**src/rtl/mio_arbiter.sv**
```systemverilog
// mio_arbiter: two-master (CPU, DMA) arbiter in front of the memory/IO bus decoder.
// The CPU has priority. The DMA is forced onto the bus after MAX_WAIT consecutive
// denied request cycles. Each master can lock the bus for atomic multi-cycle sequences.
// Ports:
//   clk, clrn                   clock, asynchronous active-low reset
//   cpu_req/lock/a/wdata/wmem/rmem   CPU request side; cpu_stall, cpu_rdata back to CPU
//   dma_req/lock/a/wdata/wmem/rmem   DMA request side; dma_ack, dma_rdata back to DMA
//   mem_a, d_t_mem, wmem, rmem  bus master port to the decoder; d_f_mem is its read data
module mio_arbiter #(
  parameter int unsigned MAX_WAIT = 16,
  parameter int unsigned WAIT_W   = 5
) (
  input  logic        clk,
  input  logic        clrn,
  input  logic        cpu_req,
  input  logic        cpu_lock,
  input  logic [31:0] cpu_a,
  input  logic [31:0] cpu_wdata,
  input  logic        cpu_wmem,
  input  logic        cpu_rmem,
  output logic        cpu_stall,
  output logic [31:0] cpu_rdata,
  input  logic        dma_req,
  input  logic        dma_lock,
  input  logic [31:0] dma_a,
  input  logic [31:0] dma_wdata,
  input  logic        dma_wmem,
  input  logic        dma_rmem,
  output logic        dma_ack,
  output logic [31:0] dma_rdata,
  output logic [31:0] mem_a,
  output logic [31:0] d_t_mem,
  output logic        wmem,
  output logic        rmem,
  input  logic [31:0] d_f_mem
);

  typedef enum logic [1:0] {
    S_IDLE = 2'b00,
    S_CPU  = 2'b01,
    S_DMA  = 2'b10
  } state_t;

  localparam logic [WAIT_W-1:0] WAIT_LIMIT = WAIT_W'(MAX_WAIT);

  state_t            state;
  state_t            state_nx;
  logic [WAIT_W-1:0] wait_cnt;
  logic              starve;
  logic              hold;

  // wait_cnt is only cleared on the edge that leaves the first DMA cycle, so it still
  // reads MAX_WAIT during that cycle; starvation is therefore not raised while the DMA
  // already owns the bus, which limits a forced grant to exactly one cycle.
  assign starve = dma_req && (wait_cnt == WAIT_LIMIT) && (state != S_DMA);

  assign hold = ((state == S_CPU) && cpu_req && cpu_lock && !starve) ||
                ((state == S_DMA) && dma_req && dma_lock);

  always_ff @(posedge clk or negedge clrn) begin
    if (!clrn) begin
      state <= S_IDLE;
    end else begin
      state <= state_nx;
    end
  end

  always_ff @(posedge clk or negedge clrn) begin
    if (!clrn) begin
      wait_cnt <= '0;
    end else if (!dma_req || (state == S_DMA)) begin
      wait_cnt <= '0;
    end else if (wait_cnt != WAIT_LIMIT) begin
      wait_cnt <= wait_cnt + WAIT_W'(1);
    end
  end

  always_comb begin
    state_nx = S_IDLE;
    if (hold) begin
      state_nx = state;
    end else if (starve) begin
      state_nx = S_DMA;
    end else if (cpu_req) begin
      state_nx = S_CPU;
    end else if (dma_req) begin
      state_nx = S_DMA;
    end
  end

  always_comb begin
    mem_a   = '0;
    d_t_mem = '0;
    wmem    = 1'b0;
    rmem    = 1'b0;
    case (state)
      S_CPU: begin
        mem_a   = cpu_a;
        d_t_mem = cpu_wdata;
        wmem    = cpu_req & cpu_wmem;
        rmem    = cpu_req & cpu_rmem;
      end
      S_DMA: begin
        mem_a   = dma_a;
        d_t_mem = dma_wdata;
        wmem    = dma_req & dma_wmem;
        rmem    = dma_req & dma_rmem;
      end
      default: begin
      end
    endcase
  end

  assign cpu_stall = cpu_req & (state != S_CPU);
  assign dma_ack   = dma_req & (state == S_DMA);
  assign cpu_rdata = d_f_mem;
  assign dma_rdata = d_f_mem;

endmodule

```
**config.mk**
```make
export PLATFORM = sky130hd
export DESIGN_NAME = mio_arbiter
export DESIGN_NICKNAME = d
export VERILOG_FILES = /design/src/rtl/mio_arbiter.sv
export SDC_FILE = /design/constraint.sdc
export NUM_CORES = 1
export LEC_CHECK = 0
export CAP_MARGIN = 20
export CORE_AREA = 3 3 115 117
export CTS_CLUSTER_DIAMETER = 150
export CTS_CLUSTER_SIZE = 16
export DETAILED_ROUTE_END_ITERATION = 6
export DIE_AREA = 0 0 118 120
export HOLD_SLACK_MARGIN = 0.03
export PLACE_DENSITY = 0.58
export SYNTH_ARGS = -nofsm -noshare
export SYNTH_HDL_FRONTEND = slang
export SYNTH_SLANG_ARGS = --single-unit
```
**constraint.sdc**
```tcl
create_clock -name clk -period 4.3 [get_ports clk]
set_input_delay 0.86 -clock clk [delete_from_list [all_inputs] [get_ports clk]]
set_output_delay 0.86 -clock clk [all_outputs]
set_load 0.02 [all_outputs]
```
==> impl_metrics.yaml <==
clock_tree:
  cts-root-buf: "clkbuf_16"
  htreeDepth: 1
  ctsHoldBuffers: 0
  insertion_delay_ns: 0.23
  cts_setup_buffers: 0
  cts_buffers: 3
  clock-sinks: 7
  clock_tree.buffer_depth: 2
  cts_tree: "yes"
  cts.repair.resized: 0
  clkTransAtPathRegs_ns: 0.04
min_path:
  holdPathEnd: "wait_cnt[4]"
  hp-start: "wait_cnt[4]"
  min_path_cells: 2
  hp-class: "reg -> reg"
power:
  p_per_area_nw_per_um2: 194.7
  ir_drop_mv: 0.1014
  leakagePower_nw: 1.291
timing:
  min_period_ns: 3.452
  skew_ns: 0.003956
  slew_violations: 0
  final_hold_viol_count: 0
  fmax_mhz: 289.7
  setup_violations: 0
  tightest_slew_ns: 0.8378
  finalCritPeriodShare: 0.8027
  tns_ns: 0
  max_slew_margin: 0.4415
  rsz0062_at_grt: "no"
setup_path:
  slowest_delay_ns: 0.72
  worstPathArrival_ns: 2.59
  cp_slowest_cell: "ha_2"
  r2r_slack_ns: 2.43
  reg2reg_depth: 5
  r2r_end: "state[1]"
  critPathKind: "reg -> out"
  worstPathMaxFanout: 40
  crit_path_start_kind: "flip-flop"
  worstPathRequired_ns: 3.44
  cp-end-kind: "primary output"
  cp_cell_sequence: "inv_1, ha_2, buf_12, a22oi_1, nor2_1, clkdlybuf4s50_1"
  r2r_start: "state[1]"
layout:
  diodes: 0
  synthToLayoutAreaGrowth_pct: 103.9
  num-nets-final: 562
  drive_above_1_share: 0.02584
  num-fill-cells: 1371
  fin_util: 0.2853
yosys:
  syn_area_sq_um: 1744
  seq_area_frac_synth: 0.1004
  ys.flop_type: "dfrtp_1"
  syn-num-nets: 435
  synth-edff-count: 0
  ys_warn_count: 0
  ys_types: 24
  avgSynthCellArea_sq_um: 6.683
  synth_cells: 261
  async_flop_share: 1.000
  ys_seq_elements: 7
route:
  detail-route-antenna-nets: 0
  num_vias: 2315
  vias_per_cell: 4.141
  routed_wl_um: 8303
  first_iter_violations: 103
  drc: 0
  first_pass_iters: 4
  wl_per_cell_um: 14.85
global_routing:
  antenna_found_initial: 1
  grt_pass1_wl_um: 12330
  globalRouteTotalUtil: 0.1071
  grt_max_degree: 67
  grt_pass1_vias: 2387
  grt_overflow: 0
floorplanning:
  chipHeight_um: 120
  die_w_um: 118
  initial_core_util: 0.1399
  core_area_sq_um: 12470
  rows: 41
  io_pins: 302
  dieArea_sq_um: 14160
placement:
  routabilityCongestion: 0.7296
  port_buffers: 205
  dp_hpwl_um: 6743
run_status:
  status: "finished, final reports clean"
flow_run:
  maxCapViolCount: 0
## power breakdown
part	total, mW	switching [mW]	internal (mW)
sequential	0.0739	0.00350	0.0704
clock	0.157	0.0341	0.123
combinational	0.461	0.215	0.246
## stage by stage
step / instance area (sq um) / total power [mW] / cells / hold slack [ns] / setup slack (ns)
3_3_place_gp: 3477 / 0.5372 / 555 / 0.5267 / 1.022
2_1_floorplan: 1744 / 0.3592 / 261 / 0.5052 / 1.871
6_report: 3556 / 0.6923 / 559 / 0.5513 / 0.8482
4_1_cts: 3556 / 0.7057 / 559 / 0.5632 / 0.7990
5_1_grt: 3556 / 0.7362 / 559 / 0.5937 / 0.6776
3_5_place_dp: 3477 / 0.5422 / 555 / 0.5462 / 0.9791
## how the worst max path moves through the flow
stage | from | to | slack, ns | cells after the start
after detailed placement | dma_req | rmem | 0.98 | 5
after global placement | dma_req | wmem | 1.02 | 5
final | state[1] | d_t_mem[12] | 0.85 | 6
after floorplan | dma_req | rmem | 1.87 | 3
after global routing | state[1] | d_t_mem[26] | 0.68 | 6
after CTS | state[1] | d_t_mem[12] | 0.80 | 6
## sequential cells by signal, indices dropped and copies added (netlist names)
signal    cells
wait_cnt      5
state         2
## cells in the mapped netlist (3+ instances only)
cell type,instances,area (sq um)
a22oi_1,64,480.5
buf_2,12,60.06
buf_4,64,480.5
clkbuf_1,11,41.29
dfrtp_1,7,175.2
ha_1,4,50.05
inv_1,4,15.01
nand2_1,3,11.26
nand3_1,4,20.02
nor2_1,69,259.0
## layer usage
| metal | vias to the layer above | track usage | wire [um] |
|---|---|---|---|
| li1 | 1099 | - | - |
| met1 | 1032 | 0.1121 | 2982 |
| met5 | - | 0 | 13 |
| met2 | 145 | 0.1886 | 4033 |
| met4 | 2 | 0.04103 | 256 |
| met3 | 37 | 0.04807 | 1017 |
## critical path: cells and delay by family (launching register included)
kind            cells  cell delay, ns
compound gates      1            0.09
fa+ha+maj           1            0.72
simple gates        1            0.13
flops               1            0.39
buf+inv             3            0.99
## cell type report
cell class / instances / area (sq um) / area share
Timing Repair Buffer: 209 / 2095 / 0.5890
Inverter: 4 / 15.01 / 0.004222
Clock buffer: 4 / 78.83 / 0.02217
Tap cell: 172 / 215.2 / 0.06052
Multi-Input combinational cell: 163 / 977.2 / 0.2748
Sequential cell: 7 / 175.2 / 0.04926
## layout by cell type, fill, tap and decap left out
| cell type | instances |
|---|---|
| clkbuf_16 | 3 |
| nor2_1 | 69 |
| a22oi_1 | 64 |
| a32oi_1 | 1 |
| ha_1 | 2 |
| and3b_1 | 1 |
| a31oi_1 | 1 |
| and4_1 | 1 |
| buf_4 | 3 |
| nand2_1 | 3 |
| nand3_1 | 4 |
| nor2b_1 | 1 |
| ha_2 | 2 |
| dfrtp_1 | 7 |
| nand2b_1 | 1 |
| mux2i_1 | 2 |
| xor2_1 | 2 |
| a21oi_1 | 2 |
| nor3_1 | 2 |
| a211o_1 | 1 |
| buf_12 | 1 |
| clkbuf_1 | 1 |
| clkdlybuf4s50_1 | 205 |
| and4bb_4 | 1 |
| and2_1 | 1 |
| xnor2_1 | 2 |
| inv_1 | 4 |
## kinds of logic (layout without fill, tap and decap cells)
family | after synthesis | in the layout | synth area share
buffers and inverters | 91 | 217 | 0.3422
adders and majority gates | 4 | 4 | 0.02870
and+or+nand+nor | 84 | 84 | 0.2023
AOI/OAI and AO/OA | 69 | 69 | 0.2948
DFF | 7 | 7 | 0.1004
xor gates and xnor gates | 4 | 4 | 0.02009
muxes | 2 | 2 | 0.01148
No activity file was read; power rests on OpenSTA's default activity.
